===== config.mk =====
export PLATFORM = sky130hd
export DESIGN_NAME = quad_step_decoder
export DESIGN_NICKNAME = d
export VERILOG_FILES = /design/src/rtl/quad_step_decoder_pkg.sv /design/src/rtl/quad_step_decoder_input_filter.sv /design/src/rtl/quad_step_decoder.sv
export SDC_FILE = /design/constraint.sdc
export NUM_CORES = 1
export LEC_CHECK = 0
export BUFFER_PORTS_ARGS = -buffer_cell sky130_fd_sc_hd__clkbuf_2
export CAP_MARGIN = 20
export CORE_MARGIN = 2
export CORE_UTILIZATION = 49
export DETAILED_ROUTE_END_ITERATION = 16
export GPL_ROUTABILITY_DRIVEN = 0
export PLACE_DENSITY = 0.75
export SYNTH_ARGS = -nofsm -noshare
export SYNTH_HDL_FRONTEND = slang
export SYNTH_SLANG_ARGS = --single-unit

===== constraint.sdc =====
create_clock -name clk -period 3.5 [get_ports clk]
set_input_delay 0.35 -clock clk [delete_from_list [all_inputs] [get_ports clk]]
set_output_delay 0.35 -clock clk [all_outputs]
set_load 0.02 [all_outputs]

===== src/rtl/quad_step_decoder_pkg.sv =====
// -----------------------------------------------------------------------------
// quad_step_decoder_pkg
//   Shared definitions for the quadrature step decoder:
//     - tracking FSM state encoding
//     - step accumulator width
//     - Gray-code step decode (previous/current AB pair -> direction, illegal)
// -----------------------------------------------------------------------------
package quad_step_decoder_pkg;

    // Signed accumulator width; +/-4 edges plus one overshoot fits in 4 bits.
    localparam int ACC_W = 4;

    typedef enum logic {
        PRIME = 1'b0,   // waiting for synchroniser/filter to settle
        TRACK = 1'b1    // decoding filtered A/B transitions
    } qsd_state_t;

    typedef struct packed {
        logic signed [1:0] dir;      // +1 forward, -1 reverse, 0 no change
        logic              illegal;  // both channels moved at once
    } qsd_step_t;

    // Position of an AB pair along the forward cycle 00 -> 01 -> 11 -> 10.
    // This is the Gray-to-binary conversion of the pair.
    function automatic logic [1:0] gray_pos(input logic [1:0] ab);
        return {ab[1], ab[1] ^ ab[0]};
    endfunction

    // The modulo-4 distance between the two positions classifies the move:
    // 1 is one step forward, 3 is one step back, 2 means both bits flipped.
    function automatic qsd_step_t gray_step(input logic [1:0] prev_ab,
                                            input logic [1:0] cur_ab);
        qsd_step_t  s;
        logic [1:0] delta;
        delta     = gray_pos(cur_ab) - gray_pos(prev_ab);
        s.dir     = 2'sd0;
        s.illegal = 1'b0;
        case (delta)
            2'd1:    s.dir = 2'sd1;
            2'd3:    s.dir = -2'sd1;
            2'd2:    s.illegal = 1'b1;
            default: s.dir = 2'sd0;
        endcase
        return s;
    endfunction

endpackage


===== src/rtl/quad_step_decoder_input_filter.sv =====
// -----------------------------------------------------------------------------
// quad_input_filter
//   Conditions one raw encoder channel: a SYNC_STAGES-deep synchroniser
//   followed by a persistence filter. The filtered level only follows the
//   synchronised input after it has differed for FILTER_CYCLES consecutive
//   cycles, so shorter glitches never reach the decoder.
//
// Ports
//   clk     in   system clock, rising edge
//   reset   in   asynchronous active-high reset
//   raw_in  in   asynchronous encoder channel
//   level   out  synchronised, glitch-filtered level (registered)
// -----------------------------------------------------------------------------
module quad_input_filter #(
    parameter int SYNC_STAGES   = 2,
    parameter int FILTER_CYCLES = 4
) (
    input  logic clk,
    input  logic reset,
    input  logic raw_in,
    output logic level
);

    localparam int                CNT_W    = $clog2(FILTER_CYCLES + 1);
    localparam logic [CNT_W-1:0]  CNT_LAST = CNT_W'(FILTER_CYCLES - 1);

    logic [SYNC_STAGES-1:0] sync_chain;
    logic                   synced;
    logic [CNT_W-1:0]       persist_cnt;

    assign synced = sync_chain[SYNC_STAGES-1];

    // Synchroniser: raw_in enters at bit 0, the oldest sample sits at the top.
    always_ff @(posedge clk or posedge reset) begin
        if (reset) begin
            sync_chain <= '0;
        end else begin
            sync_chain <= {sync_chain[SYNC_STAGES-2:0], raw_in};
        end
    end

    // Persistence filter. The counter holds how many cycles in a row the
    // synchronised level has disagreed with the accepted level; on the cycle
    // that would make it FILTER_CYCLES the new level is taken instead.
    always_ff @(posedge clk or posedge reset) begin
        if (reset) begin
            level       <= 1'b0;
            persist_cnt <= '0;
        end else if (synced == level) begin
            persist_cnt <= '0;
        end else if (persist_cnt == CNT_LAST) begin
            level       <= synced;
            persist_cnt <= '0;
        end else begin
            persist_cnt <= persist_cnt + 1'b1;
        end
    end

endmodule


===== src/rtl/quad_step_decoder.sv =====
// -----------------------------------------------------------------------------
// quad_step_decoder
//   Front end for the up/down position counter. Both encoder channels are
//   synchronised and glitch-filtered, then the filtered AB pair is Gray-decoded
//   each cycle. Edges are accumulated and one increment/decrement pulse is
//   issued per EDGES_PER_STEP edges in the same direction. A move of both
//   channels at once is illegal: it pulses error, sets error_flag and drops
//   any partial step.
//
// Ports
//   clk         in   system clock, rising edge
//   reset       in   asynchronous active-high reset
//   a_in        in   encoder channel A (asynchronous)
//   b_in        in   encoder channel B (asynchronous)
//   err_clear   in   synchronous clear of error_flag (a same-cycle error wins)
//   increment   out  one-cycle pulse, one step forward
//   decrement   out  one-cycle pulse, one step reverse
//   error       out  one-cycle pulse on an illegal transition
//   error_flag  out  sticky error indicator
// -----------------------------------------------------------------------------
module quad_step_decoder
    import quad_step_decoder_pkg::*;
#(
    parameter int SYNC_STAGES    = 2,
    parameter int FILTER_CYCLES  = 4,
    parameter int EDGES_PER_STEP = 4
) (
    input  logic clk,
    input  logic reset,
    input  logic a_in,
    input  logic b_in,
    input  logic err_clear,
    output logic increment,
    output logic decrement,
    output logic error,
    output logic error_flag
);

    // PRIME lasts long enough for a level present at reset release to pass
    // the synchroniser and filter, so prev is captured from settled levels.
    localparam int                    SETTLE_CYCLES = SYNC_STAGES + FILTER_CYCLES + 1;
    localparam int                    SETTLE_W      = $clog2(SETTLE_CYCLES + 1);
    localparam logic [SETTLE_W-1:0]   SETTLE_LAST   = SETTLE_W'(SETTLE_CYCLES - 1);
    localparam logic signed [ACC_W-1:0] STEP_POS    = ACC_W'(EDGES_PER_STEP);
    localparam logic signed [ACC_W-1:0] STEP_NEG    = -STEP_POS;

    logic                     a_f;
    logic                     b_f;
    logic [1:0]               cur_ab;
    logic [1:0]               prev_ab;
    qsd_state_t               state;
    logic [SETTLE_W-1:0]      settle_cnt;
    qsd_step_t                gstep;
    logic signed [ACC_W-1:0]  dir_ext;
    logic signed [ACC_W-1:0]  acc;
    logic signed [ACC_W-1:0]  acc_sum;

    // ---- conditioning: synchroniser + glitch filter per channel ----
    quad_input_filter #(
        .SYNC_STAGES   (SYNC_STAGES),
        .FILTER_CYCLES (FILTER_CYCLES)
    ) u_filter_a (
        .clk    (clk),
        .reset  (reset),
        .raw_in (a_in),
        .level  (a_f)
    );

    quad_input_filter #(
        .SYNC_STAGES   (SYNC_STAGES),
        .FILTER_CYCLES (FILTER_CYCLES)
    ) u_filter_b (
        .clk    (clk),
        .reset  (reset),
        .raw_in (b_in),
        .level  (b_f)
    );

    // ---- decode: Gray step of filtered pair against last sampled pair ----
    assign cur_ab  = {a_f, b_f};
    assign gstep   = gray_step(prev_ab, cur_ab);
    assign dir_ext = {{(ACC_W-2){gstep.dir[1]}}, gstep.dir};
    assign acc_sum = acc + dir_ext;

    // ---- FSM, accumulator and registered outputs ----
    always_ff @(posedge clk or posedge reset) begin
        if (reset) begin
            state      <= PRIME;
            settle_cnt <= '0;
            prev_ab    <= '0;
            acc        <= '0;
            increment  <= 1'b0;
            decrement  <= 1'b0;
            error      <= 1'b0;
            error_flag <= 1'b0;
        end else begin
            increment <= 1'b0;
            decrement <= 1'b0;
            error     <= 1'b0;

            // Clear first so that an error set later in this block wins.
            if (err_clear) begin
                error_flag <= 1'b0;
            end

            case (state)
                PRIME: begin
                    if (settle_cnt == SETTLE_LAST) begin
                        prev_ab    <= cur_ab;
                        acc        <= '0;
                        settle_cnt <= '0;
                        state      <= TRACK;
                    end else begin
                        settle_cnt <= settle_cnt + 1'b1;
                    end
                end

                TRACK: begin
                    prev_ab <= cur_ab;
                    if (gstep.illegal) begin
                        error      <= 1'b1;
                        error_flag <= 1'b1;
                        acc        <= '0;
                    end else if (acc_sum == STEP_POS) begin
                        increment <= 1'b1;
                        acc       <= '0;
                    end else if (acc_sum == STEP_NEG) begin
                        decrement <= 1'b1;
                        acc       <= '0;
                    end else begin
                        // Opposite edges cancel, so a reversal unwinds a
                        // partial step instead of producing a pulse.
                        acc <= acc_sum;
                    end
                end

                default: begin
                    state <= PRIME;
                end
            endcase
        end
    end

endmodule


; Yosys cells after proc, flatten, opt, wreduce, memory -nomap -nowiden
; Cells that the tools add are included.
[op_classes]
eq_ne = 11
shift = 0
n_lt_le_gt_ge = 0
bitwise = 5
div = 0
n_reduce_logical = 2
add_sub_neg = 5
n_mux = 28
mul = 0
[ops]
columns = cell, count
row1 = 4-bit 2-to-1 mux, 4
row2 = 1-bit 2-to-1 mux, 15
row3 = 3-bit 2-to-1 mux, 5
row4 = 3-bit by 1-bit adder with 3-bit output (second input constant), 3
row5 = 2-bit case mux with 2 select lines, 2
row6 = 4-bit case mux with 2 select lines, 1
row7 = 3-bit by 2-bit equality test with 1-bit output (second input constant), 2
row8 = 4-bit by 2-bit adder with 4-bit output, 1
row9 = 2-bit equality test (second input constant), 2
row10 = 4-bit by 3-bit equality test with 1-bit output (second input constant), 1
row11 = 4-bit equality test (second input constant), 1
row12 = 2-bit AND reduction, 2
row13 = 3-bit equality test (second input constant), 1
row14 = 1-bit NOT, 3
row15 = 1-bit equality test, 2
row16 = 2-bit by 1-bit equality test with 1-bit output (second input constant), 1
row17 = 2-bit 2-to-1 mux, 1
row18 = 2-bit inequality test (second input constant), 1
row19 = 2-bit subtractor, 1
row20 = 1-bit bitwise XOR, 2
[word_totals]
rom_bits = 0
out_inout_bits = 4
n_memories = 0
latch_bits = 0
reg_bits = 26
wordCells = 65
ram_bits = 0
inputBits = 5

; Longest topological paths before layout
; Gate-level depths: netlist of the first run.
[depth]
word_depth = 10
mapped_depth = 11
ltp_nobuf = 10

; By module
; From an unflattened synthesis of the first run, not the netlist that was laid out.
[hier_totals]
cells_unflattened = 90
area_unflattened_um2 = 1149.9
[by_module_without_submodules]
columns = module, instances, cells_per_inst, seq_area_each_um2, area_per_inst_um2
row1 = quad_step_decoder, 1, 62, 350.3, 709.4
row2 = quad_input_filter, 2, 14, 150.1, 220.2

; Worst setup path after synthesis of the first run
; No wires, ideal clock.
[synth_path]
kind = register to register
from = register u_filter_b.level
to = register acc[3]
period_less_slack_ns = 2.344
required_time_ns = 3.378
slack_ns = 1.156
stages_incl_launch_ff = 12
arrival_ns = 2.223
path_buffers = 1
setup_time_ns = 0.122
cell_sequence = dfrtp_1 -> xnor2_1 -> ha_1 -> xor3_2 -> and2_4 -> buf_6 -> xor2_1 -> ha_1 -> a31oi_1 -> xnor2_1 -> nand2_1 -> a32o_1
[synth_via]
elab_chain_cells = 10
elab_cells_between_ends = 14
cone_classes = 2 x add/sub / 5 x eq/ne / 6 x mux / 1 x bitwise
[synth_rtl]
columns = element, line_no
row1 = "start, declared", quad_step_decoder_input_filter.sv:21  ; output logic level
row2 = "start signal, assigned", quad_step_decoder_input_filter.sv:52  ; level <= synced;
row3 = 1-bit bitwise XOR *, quad_step_decoder_pkg.sv:26  ; return {ab[1], ab[1] ^ ab[0]};
row4 = 2-bit subtractor *, quad_step_decoder_pkg.sv:35  ; delta = gray_pos(cur_ab) - gray_pos(prev_ab);
row5 = 2-bit equality test / 2-bit by 1-bit equality test with 1-bit output (equally long branches), quad_step_decoder_pkg.sv:38  ; case (delta)
row6 = 2-bit case mux with 2 select lines, quad_step_decoder_pkg.sv:38
row7 = 4-bit by 2-bit adder with 4-bit output, quad_step_decoder.sv:83  ; assign acc_sum = acc + dir_ext;
row8 = 4-bit by 3-bit equality test with 1-bit output, quad_step_decoder.sv:127  ; end else if (acc_sum == STEP_NEG) begin
row9 = 4-bit 2-to-1 mux, quad_step_decoder.sv:127
row10 = 4-bit 2-to-1 mux, quad_step_decoder.sv:124  ; end else if (acc_sum == STEP_POS) begin
row11 = 4-bit 2-to-1 mux *, quad_step_decoder.sv:120  ; if (gstep.illegal) begin
row12 = 4-bit case mux with 2 select lines *, quad_step_decoder.sv:106  ; case (state)
row13 = "end signal, assigned", quad_step_decoder.sv:133  ; acc <= acc_sum;
row14 = "end, declared", quad_step_decoder.sv:55  ; logic signed [ACC_W-1:0] acc;
; Mark *: on every way between the ends. The rest lies on a longest branch, timed or not.
; A chain may end at the register's enable or synchronous reset.

; Worst setup path after layout of the first run
; Same ends and word-level chain as after synthesis.

==> summary.md, run 1 <==
| Metric | Value |
|---|---|
| Clk root buf | clkbuf_4 |
| Setup Skew | 2.69 ps |
| # H-tree levels | 1 |
| Initial Utilization | 51.4% |
| RSZ-0062 raised after global routing | no |
| Worst-Margin Slew | 678 ps |
| Die Span X | 51.9 um |
| Fin. max-slew vios | 0 |
| Max Cap Viol | 0 |
| # Post-CTS Setup Buffers | 0 |
| Crit-path cells | xnor2_1 > ha_1 > xor3_2 > and2_4 > ha_1 > o21ai_0 > nand2b_2 > mux2i_1 > xor2_1 > a32o_1 |
| Post-synth top area cell | dfrtp_1 |
| Die Y | 51.9 um |
| Fraction of registers with async set/reset | 100% |
| Total Wirelength | 1660 um |
| Proportion of layout cells with a drive suffix above 1 | 21.0% |
| CP Class | reg2reg |
| Vias in the first global route | 672 |
| R2R cell count | 10 |
| Failing checks | negative hold slack |
| Worst skew pair latency | 320 ps |
| Crit-path max FO | 4 |
| Routed WL per cell | 13.0 um |
| Final hold vios | 9 |
| Crit start category | flop |
| Mapped Cells | 88 |
| Top cells by area, synth | dfrtp_1 58%, ha_1 6.7%, mux2_2 4.0% |
| Avg Cell Area, Syn | 12.8 um^2 |
| # IOs | 9 |
| Clock Tree Buf Depth | 2 |
| Post-cts gate resize count | 0 |
| Flops & latches, synth | 26 |
| Synth Cell Area | 1130 um^2 |
| Yosys Warn Count | 0 |
| Setup TNS | 0 ps |
| Critical R2R Launch | u_filter_b.level |
| EDFF count, synth | 0 |
| Clock transition at path regs | 140 ps |
| Port Buffers | 8 |
| Final setup viols | 0 |
| Post-route DRC | 0 |
| Clock sinks | 26 |
| Multi-input gate area | 442 um^2 |
| Ys flop type | dfrtp_1 |
| Termination of the worst setup path | acc[3] |
| Post-DRT Antenna Nets | 0 |
| Initial antenna violation count | 0 |
| Top-area cell type share of the netlist area | 57.8% |
| Die ar. | 2700 um^2 |
| CTS tree | done |
| Maximum clock frequency | 406 MHz |
| Row cnt | 17 |
| Hold-fix buffers, CTS | 0 |
| Grt total ovfl | 0 |
| Post-Syn Nets | 99 |
| First-pass GRT wire length | 3100 um |
| Fill cells | 184 |
| Detailed-route vias per instance | 5.13 |
| Type of destination of the critical path | flop |
| Hold WS | -17.9 ps |
| Aggregate global-route resource usage | 16.3% |
| FF+latch area | 651 um^2 |
| 1st-pass router iterations | 4 |
| Final worst-path cycle share | 70.4% |
| Final min period | 2460 ps |
| Vias | 657 |
| CP arrival | 2730 ps |
| Crit-path max cell delay | 460 ps |
| Core ar. | 2190 um^2 |
| Slew headroom | 54.6% |
| Cell mode on critical path | ha_1 |
| Register area share after synthesis | 57.8% |
| Layout area overhead | 11.3% |
| Worst hold-check path type | in2async |
| Setup crit start | u_filter_b.level |
| Pin count of the biggest net entering global routing | 27 |
| Num CTS Buffers | 3 |
| Top cells by count, synth | 26 x dfrtp_1, 6 x ha_1, 6 x inv_1 |
| Iter 0 DRT Violations | 9 |
| Cell with the most instances after synthesis | dfrtp_1 |
| Final #Nets | 112 |
| Post-synth cell types | 28 |
| R2R Setup Slk | 1040 ps |
| DP HPWL | 1220 um |
| Worst reg2reg endpoint | acc[3] |
| CP required | 3770 ps |
| Outcome | finished with violations |
| Worst path slowest cell | dfrtp_1 |
| # diodes | 0 |
==> layout by cell type, fill, tap and decap left out, drive strengths merged <==
master  netlist  final
dfrtp        26     26
xor2          3      3
and2          1      1
clkbuf        0     12
nand3         1      1
nand2b        2      2
o31ai         1      1
mux2          4      4
nor2b         4      4
nand2         3      3
buf           1      1
o21ai         5      5
inv           6      6
a211oi        1      1
mux2i         1      1
xor3          1      1
nor3          2      2
nor3b         3      3
a21boi        1      1
a21o          2      2
a22o          2      2
and3          1      1
nor2          3      3
ha            6      6
a31oi         3      3
a32o          1      1
xnor2         4      4
==> per-layer routing <==
metal,vias to the layer above,wire length (um),global-route usage (%)
li1,326,-,-
met1,311,786,20.0
met2,16,780,27.6
met3,4,70,3.45
met4,0,27,6.58
met5,-,0,0
==> area by class of cell <==
| class | instances | share of cell area (%) |
|---|---|---|
| multi-input combinational | 55 | 35.2 |
| sequential | 26 | 51.9 |
| clock buffer | 4 | 2.89 |
| timing repair buffer | 9 | 5.39 |
| inverter | 6 | 1.80 |
| tap | 28 | 2.79 |
==> kinds of logic after synthesis <==
family | Yosys count | share of synthesized area (%)
AO/OA/AOI/OAI | 16 | 9.67
adder cells (fa/ha/maj) | 6 | 6.67
buffers and inverters | 7 | 3.00
flip-flops | 26 | 57.8
AND/OR/NAND/NOR | 20 | 10.3
XOR/XNOR | 8 | 7.67
multiplexers | 5 | 4.89
==> state kept, by name (all words and copies together), names as in the netlist, 2 cells and up <==
| name | flops |
|---|---|
| u_filter_a.persist_cnt | 3 |
| settle_cnt | 3 |
| u_filter_a.sync_chain | 2 |
| u_filter_b.sync_chain | 2 |
| prev_ab | 2 |
| u_filter_b.persist_cnt | 3 |
| acc | 4 |
==> how the worst min path moves through the flow <==
stage / end / slack, ps
final: u_filter_b.sync_chain[0] / -20
after global routing: u_filter_b.sync_chain[0] / 20
after CTS: u_filter_b.sync_chain[0] / 120
after detailed placement: u_filter_a.sync_chain[1] / 340
after global placement: u_filter_b.sync_chain[1] / 330
after floorplan: u_filter_a.sync_chain[1] / 330
==> per-stage QoR <==
stage	hold slack (ps)	instances	utilization, %	setup WS [ps]	cell area [um^2]
4_1_cts	121	127	56.0	1020	1230
2_1_floorplan	331	88	-	1160	1130
3_5_place_dp	336	123	54.3	1040	1190
3_3_place_gp	335	123	54.3	1120	1190
5_1_grt	17.8	128	57.2	765	1250
6_report	-17.9	128	57.2	1040	1250
==> critical path: cells and delay by family (launching register included) <==
family / cells / cell delay, ps
and+or+nand+nor: 2 / 260
AOI/OAI and AO/OA: 2 / 300
DFF: 1 / 460
muxes: 1 / 180
adders and majority gates: 2 / 510
xor gates and xnor gates: 3 / 700
Power of run 1 is left out: the tool's default activity adds up to more than one toggle a clock period on the data nets, which glitch-free logic cannot reach.
==> inputs of run 2 (changes only) <==
- PLACE_DENSITY: 0.75 -> 0.78
- clock period: 3.5 -> 2.2 ns (I/O delays scaled with it)
==> run 2 against run 1 <==
  * The run ends with negative setup slack left
  * Global-route usage grew 1.6 points
  * Die area unchanged
  * Clock-buffer cell count shrank 1
  * Register-to-register slack worse by 1200 ps
  * Critical path depth unchanged
  * First-iteration DRC count shrank 78%
  * Utilization up 8.9 points
  * Final cell count is 11% higher
  * Non-clock buffer count grew 14
  * Worst hold slack better by 150 ps
  * Wire length increased by 20%
  * Setup slack worse by 1200 ps
==> summary.md, run 2 (synthesis gave the netlist of run 1 again) <==
| Metric | Value |
|---|---|
| Clock sinks | 26 |
| Initial antenna violation count | 0 |
| Port Buffers | 8 |
| CP arrival | 2540 ps |
| Proportion of layout cells with a drive suffix above 1 | 40.4% |
| Die Y | 51.9 um |
| Fin. max-slew vios | 0 |
| Max Cap Viol | 0 |
| Layout area overhead | 28.7% |
| Iter 0 DRT Violations | 2 |
| Final worst-path cycle share | 105% |
| Die Span X | 51.9 um |
| CTS tree | done |
| Post-route DRC | 0 |
| Commonest cells after routing, fill and taps aside | 26 x dfrtp_1, 12 x buf_4, 8 x clkbuf_2, 5 x inv_1 |
| Worst slack at placement | -141 ps |
| CP required | 2430 ps |
| Vias in the first global route | 788 |
| Final setup viols | 4 |
| Critical R2R Launch | prev_ab[0] |
| Type of destination of the critical path | flop |
| # H-tree levels | 1 |
| Setup TNS | -221 ps |
| Post-route worst setup slack | -118 ps |
| Outcome | finished with violations |
| # IOs | 9 |
| Setup Skew | 5.15 ps |
| Failing checks | negative setup slack |
| Num CTS Buffers | 3 |
| # diodes | 0 |
| Row cnt | 17 |
| Post-Route Utilization | 66.1% |
| Worst-Margin Slew | 453 ps |
| Final #Nets | 126 |
| Final min period | 2320 ps |
| Final hold vios | 0 |
| Slew headroom | 69.8% |
| Hold_sp | err_clear |
| Initial Utilization | 51.4% |
| Pin count of the biggest net entering global routing | 27 |
| DP HPWL | 1320 um |
| Routed WL per cell | 14.0 um |
| Core ar. | 2190 um^2 |
| Vias | 736 |
| Clk root buf | clkbuf_4 |
| Worst hold-check path type | in2reg |
| CP Class | reg2reg |
| Crit-path max FO | 3 |
| Clock transition at path regs | 140 ps |
| Maximum clock frequency | 431 MHz |
| Setup crit start | prev_ab[0] |
| Aggregate global-route resource usage | 17.8% |
| Crit start category | flop |
| Grt total ovfl | 0 |
| Clock Tree Buf Depth | 2 |
| Die ar. | 2700 um^2 |
| Number of flip-flops in the largest register | 4 |
| First-pass GRT wire length | 3480 um |
| Most flop-heavy register | acc |
| Detailed-route vias per instance | 5.18 |
| Total Wirelength | 1990 um |
| Post-DRT Antenna Nets | 0 |
| Commonest non-fill, non-tap cell in the layout | dfrtp_1 |
| 1st-pass router iterations | 3 |
| Worst skew pair latency | 320 ps |
| RSZ-0062 raised after global routing | yes |
## run 2: cell types whose count changed in the layout (fill, tap and decap cells not counted), sizes merged
cell         change
bufinv           +1
buf             +11
dlygate4sd3      +3
clkbuf           -1
## run 2: area by class of cell
cell class	instances	area, um^2
Fill cell	158	742
Sequential cell	26	651
Multi-Input combinational cell	55	528
Timing Repair Buffer	23	160
Tap cell	28	35.0
Clock inverter	1	30.0
Clock buffer	3	22.5
Inverter	6	22.5
## run 2: worst paths after layout
check	to	slack, ps	depth (start not counted)
max in group asynchronous	acc[2]	1510	4
setup / recovery	acc[3]	-120	10
setup reg to reg	acc[3]	-120	10
hold reg to reg	u_filter_b.sync_chain[1]	360	0
hold / removal	error_flag	130	3
min in group asynchronous	u_filter_b.persist_cnt[1]	450	4
## run 2: metrics by stage
stage | hold slack, ps | cells | area, um^2
after CTS | 137 | 141 | 1400
after global routing | 140 | 142 | 1450
final | 135 | 142 | 1450
after global placement | 262 | 132 | 1260
after detailed placement | 268 | 132 | 1260
after floorplan | 251 | 88 | 1130
## run 2: what timing repair did
action	in CTS	in global routing
endpoints found under the setup margin	4	4
pin swaps	8	5
endpoints found under the hold margin	28	0
buffers inserted	2	1
gates resized for setup	11	6
hold buffers	3	0
## run 2: worst max-delay path, stage by stage, from the launching register on
cell and delay [ps]:
dfrtp_1 410, xor2_1 180, ha_2 200, xor3_2 260, and2_4 180, xor2_2 140
ha_2 200, a31oi_4 160, xnor2_2 150, nand2_1 80, a32o_1 260
## run 2: metal layers
layer,vias up,routed length (um),global-route usage (%)
li1,356,-,-
met1,364,840,22.0
met2,11,1070,30.2
met3,5,44,3.45
met4,0,38,7.89
met5,-,0,0
Power of run 2 is left out for the same reason.
